## src/rtl/rr_mux_pkg.sv

```systemverilog
// Shared types for the two-requester round-robin burst mux: FSM state encoding,
// default bus width and a small decode helper.
package rr_mux_pkg;

  localparam int DATA_W_DEF = 8;

  typedef enum logic [1:0] {
    ST_IDLE = 2'd0,
    ST_OWN0 = 2'd1,
    ST_OWN1 = 2'd2
  } state_e;

  // Index of the requester that holds the channel in an OWN state.
  function automatic logic owner_idx(input state_e st);
    return (st == ST_OWN1);
  endfunction

endpackage

```

## src/rtl/rr2_grant.sv

```systemverilog
// Two-way round-robin grant: picks the next channel owner from the two valids
// and the index of the previous owner.
module rr2_grant (
  input  logic valid0_i,
  input  logic valid1_i,
  input  logic rr_ptr_i,
  output logic gnt_valid_o,
  output logic gnt_idx_o
);

  // On a tie the requester that did not own the channel last wins.
  always_comb begin
    gnt_valid_o = valid0_i | valid1_i;
    if (valid0_i && valid1_i) begin
      gnt_idx_o = ~rr_ptr_i;
    end else if (valid1_i) begin
      gnt_idx_o = 1'b1;
    end else begin
      gnt_idx_o = 1'b0;
    end
  end

endmodule

```

## src/rtl/rr_mux_arbiter.sv

```systemverilog
// Burst-granular round-robin arbiter muxing two valid/ready streams onto one
// registered output stage with full one-beat-per-cycle throughput.
module rr_mux_arbiter
  import rr_mux_pkg::*;
#(
  parameter int DATA_W = DATA_W_DEF
) (
  input  logic              clk,
  input  logic              rst_n,
  input  logic              in0_valid,
  input  logic [DATA_W-1:0] in0_data,
  input  logic              in0_last,
  output logic              in0_ready,
  input  logic              in1_valid,
  input  logic [DATA_W-1:0] in1_data,
  input  logic              in1_last,
  output logic              in1_ready,
  output logic              out_valid,
  output logic [DATA_W-1:0] out_data,
  output logic              out_last,
  output logic              out_sel,
  input  logic              out_ready
);

  state_e            state_q, state_d;
  logic              rr_ptr_q, rr_ptr_d;
  logic              out_valid_q, out_valid_d;
  logic [DATA_W-1:0] out_data_q, out_data_d;
  logic              out_last_q, out_last_d;
  logic              out_sel_q, out_sel_d;

  logic              gnt_valid_s;
  logic              gnt_idx_s;
  logic              own_idx_s;
  logic              ready_s;
  logic              sel_valid_s;
  logic [DATA_W-1:0] sel_data_s;
  logic              sel_last_s;
  logic              other_valid_s;
  logic              accept_s;

  rr2_grant u_grant (
    .valid0_i    (in0_valid),
    .valid1_i    (in1_valid),
    .rr_ptr_i    (rr_ptr_q),
    .gnt_valid_o (gnt_valid_s),
    .gnt_idx_o   (gnt_idx_s)
  );

  // Ready depends only on ownership and output-stage occupancy, never on valid.
  always_comb begin
    own_idx_s     = owner_idx(state_q);
    ready_s       = (state_q != ST_IDLE) & (~out_valid_q | out_ready);
    in0_ready     = ready_s & ~own_idx_s;
    in1_ready     = ready_s & own_idx_s;
    sel_valid_s   = own_idx_s ? in1_valid : in0_valid;
    sel_data_s    = own_idx_s ? in1_data  : in0_data;
    sel_last_s    = own_idx_s ? in1_last  : in0_last;
    other_valid_s = own_idx_s ? in0_valid : in1_valid;
    accept_s      = ready_s & sel_valid_s;
  end

  always_comb begin
    state_d     = state_q;
    rr_ptr_d    = rr_ptr_q;
    out_valid_d = out_valid_q;
    out_data_d  = out_data_q;
    out_last_d  = out_last_q;
    out_sel_d   = out_sel_q;

    case (state_q)
      ST_IDLE: begin
        if (gnt_valid_s && gnt_idx_s) begin
          state_d = ST_OWN1;
        end else if (gnt_valid_s) begin
          state_d = ST_OWN0;
        end else begin
          state_d = ST_IDLE;
        end
      end
      ST_OWN0, ST_OWN1: begin
        // A burst only ends on an accepted last beat; the other side is then
        // handed the channel directly if it is already waiting.
        if (accept_s && sel_last_s) begin
          rr_ptr_d = own_idx_s;
          if (other_valid_s && own_idx_s) begin
            state_d = ST_OWN0;
          end else if (other_valid_s) begin
            state_d = ST_OWN1;
          end else begin
            state_d = ST_IDLE;
          end
        end else begin
          state_d = state_q;
        end
      end
      default: begin
        state_d = ST_IDLE;
      end
    endcase

    if (accept_s) begin
      out_valid_d = 1'b1;
      out_data_d  = sel_data_s;
      out_last_d  = sel_last_s;
      out_sel_d   = own_idx_s;
    end else if (out_ready) begin
      out_valid_d = 1'b0;
    end else begin
      out_valid_d = out_valid_q;
    end
  end

  always_ff @(posedge clk) begin
    if (!rst_n) begin
      state_q     <= ST_IDLE;
      rr_ptr_q    <= 1'b1;
      out_valid_q <= 1'b0;
      out_data_q  <= '0;
      out_last_q  <= 1'b0;
      out_sel_q   <= 1'b0;
    end else begin
      state_q     <= state_d;
      rr_ptr_q    <= rr_ptr_d;
      out_valid_q <= out_valid_d;
      out_data_q  <= out_data_d;
      out_last_q  <= out_last_d;
      out_sel_q   <= out_sel_d;
    end
  end

  assign out_valid = out_valid_q;
  assign out_data  = out_data_q;
  assign out_last  = out_last_q;
  assign out_sel   = out_sel_q;

endmodule

```

## config.mk

```make
export PLATFORM = sky130hd
export DESIGN_NAME = rr_mux_arbiter
export DESIGN_NICKNAME = d
export VERILOG_FILES = /design/src/rtl/rr_mux_pkg.sv /design/src/rtl/rr2_grant.sv /design/src/rtl/rr_mux_arbiter.sv
export SDC_FILE = /design/constraint.sdc
export NUM_CORES = 1
export LEC_CHECK = 0
export ABC_AREA = 1
export CAP_MARGIN = 20
export CORE_ASPECT_RATIO = 0.6
export CORE_MARGIN = 4
export CORE_UTILIZATION = 30
export CTS_BUF_LIST = sky130_fd_sc_hd__clkbuf_8 sky130_fd_sc_hd__clkbuf_16
export DETAILED_ROUTE_END_ITERATION = 6
export GPL_ROUTABILITY_DRIVEN = 0
export GPL_TIMING_DRIVEN = 0
export SLEW_MARGIN = 20
export SYNTH_ARGS = -nofsm -noshare
export SYNTH_HDL_FRONTEND = slang
export SYNTH_SLANG_ARGS = --single-unit
```

## constraint.sdc

```tcl
create_clock -name clk -period 1.4 [get_ports clk]
set_input_delay 0.28 -clock clk [delete_from_list [all_inputs] [get_ports clk]]
set_output_delay 0.28 -clock clk [all_outputs]
set_load 0.01 [all_outputs]
```

Yosys cells after proc, flatten, opt, wreduce, memory -nomap -nowiden:

Index checks and enable logic that the tools add are counted.

* memory bits (read-only): 0
* bits in latches: 0
* register bits after elaboration: 14
* memories: 0
* memory bits (writable): 0
* bits of input ports: 23

* multiply operators: 0
* eq/ne operators: 3
* reductions and logical operators: 9
* multiplexer cells: 14
* order comparisons: 0
* add/sub/neg operators: 0
* shifts and indexed selects: 0
* bitwise gates (word level): 9
* div/mod/pow operators: 0

Operators by type and width (number)
* 2-to-1 mux 1 bit: 8
* 2-to-1 mux 2 bit: 4
* 2-to-1 mux 8 bit: 1
* AND 1 bit: 4
* logical AND 1 bit: 4
* one-hot mux 2 bit (2 select lines): 1
* nonzero test 2 bit: 2
* NOT 1 bit: 3
* == test 2 x 1 -> 1 bit (second input constant): 1
* == test 2 bit (second input constant): 1
* logical NOT 2 bit: 1
* inequality test 2 bit (second input constant): 1
* OR 1 bit: 2
* AND reduction 2 bit: 1
* OR reduction 2 bit: 1

Depth between registers and ports, before layout:

Gate-level depths: netlist of the first run.

* depth after elaboration: 7
* depth in mapped cells: 10
* mapped depth without buffers: 9

Modules after synthesis:

Synthesis of the first run repeated with hierarchy kept, for this count alone.

* cells, all modules: 125
* area, all modules: 788.3 sq um

Modules (own cells, without submodules)
* rr_mux_arbiter: area each 773.2 sq um, cells an instance 122, seq. area each 280.3 sq um, instances 1
* rr2_grant: area each 15.0 sq um, cells an instance 3, seq. area each 0.0 sq um, instances 1

Worst setup path after synthesis of the first run:

OpenSTA, ideal clock, no wires.

* path type: register -> register
* from: reg state_q[0]
* to: reg state_q[0]
* period minus slack after synthesis: 1334 ps
* cell stages (with the launch flop): 10
* arrival time: 1219 ps
* required time: 1285 ps
* path slack: 66 ps
* path through: dfxtp_1 inv_1 ha_1 inv_2 buf_4 nand2_1 nand2_1 nand3_2 a21oi_1 nor2_1

* cells in the longest elaborated chain, start to end: 6

Ends and longest elaborated chain
* start, declared: RTL line rr_mux_arbiter.sv:25 `state_e state_q, state_d;`
* start signal, assigned: RTL line rr_mux_arbiter.sv:123 `state_q <= state_d;`
* == test 2 bit *: RTL line rr_mux_pkg.sv:15 `return (st == ST_OWN1);`
* named net own_idx_s: RTL line rr_mux_arbiter.sv:34 `logic own_idx_s;`
* 2-to-1 mux 1 bit: RTL line rr_mux_arbiter.sv:59 `other_valid_s = own_idx_s ? in0_valid : in1_valid;`
* logical AND 1 bit: RTL line rr_mux_arbiter.sv:86 `if (other_valid_s && own_idx_s) begin`
* 2-to-1 mux 2 bit: RTL line rr_mux_arbiter.sv:86
* 2-to-1 mux 2 bit: RTL line rr_mux_arbiter.sv:84 `if (accept_s && sel_last_s) begin`
* one-hot mux 2 bit (2 select lines): RTL line rr_mux_arbiter.sv:71 `case (state_q)`

The timed path passes the listed nets; every way through them passes the cells marked *. The select of a mux whose other input is x is not followed.
A chain may end at the register's enable or synchronous reset.

Final worst setup path of the first run:

* from: reg state_q[0]
* to: out in1_ready

RTL lines
* == test 2 bit: RTL line rr_mux_pkg.sv:15
* named net own_idx_s: RTL line rr_mux_arbiter.sv:34
* AND 1 bit: RTL line rr_mux_arbiter.sv:55 `in1_ready = ready_s & own_idx_s;`
* end, declared: RTL line rr_mux_arbiter.sv:17 `output logic in1_ready,`

The timed path passes the listed nets, and every way through them passes these cells.

==> out/results.txt, run 1 <==
Status: finished, violations left
Failing checks: setup timing
Initial antenna violation count: 0
Yosys reg bits: 14
Grt total ovfl: 0
Slew at the pin with the worst max-slew slack: 409.3 ps
CTS root buf: clkbuf_8
Initial core utilization: 31.32%
Most frequent cell after synthesis: nand2_1
RSZ-0062 raised after global routing: yes
Post-Synth XOR/XNOR Area: 0%
Slew margin rel.: 72.72%
Dpl cells: 193
DRC: 0
FF-to-FF setup slack: -40 ps
Post-synthesis cell area: 784.5 µm²
CTS H-Tree Depth: 1
Setup-failing EPs final: 12
Core area: 0.002505 mm²
Largest net degree at the start of global routing: 11
Final std cells w/o fill: 207
Area contributors post-synth: dfxtp_1, nand2_1, nor2_1, ha_1, inv_1
PwrDens: 1710 mW/mm²
Finished Core Util: 57.89%
I/O pin count: 36
WP data required: 1120 ps
Yosys warns: 0
Max VDD drop: 0.0008448 V
Ys async rst share: 0%
First-pass GRT wire length: 4.029 mm
First-iteration detailed-routing DRC count: 48
LEAKAGE: 0.7518 nW
Detailed placement HPWL: 1.663 mm
Overall Power: 2.480 mW
Worst-path clk slew: 60 ps
Worst-Skew Late Latency: 250 ps
Total GRT Usage: 15.53%
Top post-synthesis cells by count: nand2_1, nor2_1, dfxtp_1, inv_1
Syn_area_per_cell: 6.226 µm²
Post-synthesis mux area share: 0%
Largest stage delay, worst path: 340 ps
Crit path DAT: 1200 ps
Fmax: 0.6774 GHz
Hold slack: 463.3 ps
Largest family of logic cells by synthesized area: simple AND/OR/NAND/NOR gates
MaxCap Viol Count: 0
Worst setup margin: -76.31 ps
Die Height: 47.61 µm
Die width: 74.02 µm
Worst hold path type: flip-flop to flip-flop
Post-synthesis simple-gate area fraction: 37.96%
Delay-heaviest family, CP: buffers and inverters
Area grow syn2layout: 84.85%
Buf/Inv on CP: 4
Vias: 942
Post-synth EDFFs: 0
Clock buffer depth: 2
TritonCTS buffer count: 3
Row count: 14
Worst path cell trace: inv_4 > ha_4 > inv_4 > buf_8 > nor2_4 > buf_6
Seq/Total Area, Yosys: 35.73%
Final Cell Area: 0.001450 mm²
Placed inst area: 0.001175 mm²
Post-synth top area share: 35.73%
Slew Limit Fails: 0
Via-to-Cell Ratio: 4.551
Final Net Count: 203
Post-DRT Antenna Nets: 0
Startpoint Class: flip-flop
Place WS: -534.1 ps
CTS tree: built
TNS Setup: -299.8 ps
Layout cells sized above 1: 27.43%
DRT Wirelength: 2.526 mm
Synth Area in Compound Gates: 10.21%
Final period utilization: 105.5%
Dominant cell type by area after synthesis: dfxtp_1
Vias in the first global route: 890
Port bufs: 35
First-pass DRT Iterations: 4
Adder-Cell Fraction of Synth Area: 6.380%
Most Frequent Cell on Critical Path: inv_4
Tmin final: 1476 ps
Crit path kind: flip-flop to output port
Die ar.: 0.003524 mm²
Crit path max fanout: 4
Clock skew: 2.958 ps
DR WL/cell: 12.20 µm
Syn nets: 153
Antenna diodes: 0
Final Hold Vio Count: 0
Top_reg_cell synth: dfxtp_1
Synth unique cells: 15
CP Capture Type: output port
Sink Count: 14
Gate count of the mapped netlist: 126
Slowest cell on crit path: dfxtp_2
==> layer usage <==
metal / global-route usage [%] / routed length, µm / vias to the layer above
met2: 24.12 / 1114 / 36
met1: 19.93 / 1179 / 423
met5: 0 / 0 / -
met4: 4.332 / 0 / 0
met3: 6.709 / 231 / 0
li1: - / - / 483
==> cells in the final DEF (no fill, tap or decap), types with 2 or more instances in the layout <==
cell type        count
clkdlybuf4s50_1     22
buf_4                9
ha_4                 2
dfxtp_1             12
nor2_2               4
clkbuf_8             4
inv_2                2
inv_1                7
dlymetal6s2s_1       4
ha_1                 2
nand2_1             42
a21oi_1              7
dlygate4sd2_1        7
nor2_1              11
inv_4                3
buf_8                2
o21ai_0              8
nand3_1              3
nand2_2              5
buf_6                4
nand3_2              2
nor2_4               6
==> flip-flops by register name, summed over array words and instances (netlist names) <==
register   flops
out_data       8
state_q        2
out_last       1
out_sel        1
out_valid      1
rr_ptr_q       1
==> worst register-to-register path: stages (launching register included) <==
cell     delay [ps]
dfxtp_2         350
inv_4            60
ha_4            180
buf_4           140
nand2_2          60
nand2_2          60
nor2_4          140
buf_6           150
nand3_2          60
nand2_1          50
nand3_1          60
==> power by group <==
part | internal (mW) | switching, mW
combinational | 0.699 | 0.752
clock | 0.249 | 0.146
sequential | 0.544 | 0.0894
==> cell families (layout without fill, tap and decap cells) <==
logic type      after synthesis  count (layout)
compound gates               16              16
simple gates                 75              75
flops                        14              14
fa+ha+maj                     4               4
buf+inv                      17              66
==> repair_timing <==
item                                    CTS  global route
endpoints found under the setup margin   21            19
gates resized for setup                  51            16
setup buffers                             9             0
cloned                                    1             0
hold buffers                              0             0
pin swaps                                 7             6
==> area by class of cell <==
class	count	area (µm²)
Timing Repair Buffer	45	426.7
Tap cell	32	40.04
Inverter	12	52.55
Multi-Input combinational cell	95	534.3
Fill cell	233	1055
Clock buffer	4	55.05
Sequential cell	14	285.3
Buffer	5	56.30
==> worst paths after layout <==
path | from | end | depth (start not counted)
setup / recovery | state_q[0] | in1_ready | 6
hold / removal | out_last | out_last | 2
setup reg to reg | state_q[0] | rr_ptr_q | 10
hold reg to reg | out_last | out_last | 2
No activity file was read; power rests on OpenSTA's default activity.
==> inputs of run 2 (changes only) <==
- CTS_BUF_LIST: sky130_fd_sc_hd__clkbuf_8 sky130_fd_sc_hd__clkbuf_16 -> unset
==> results of run 2 <==
Final layout, timing and power as in run 1 (identical DEF).
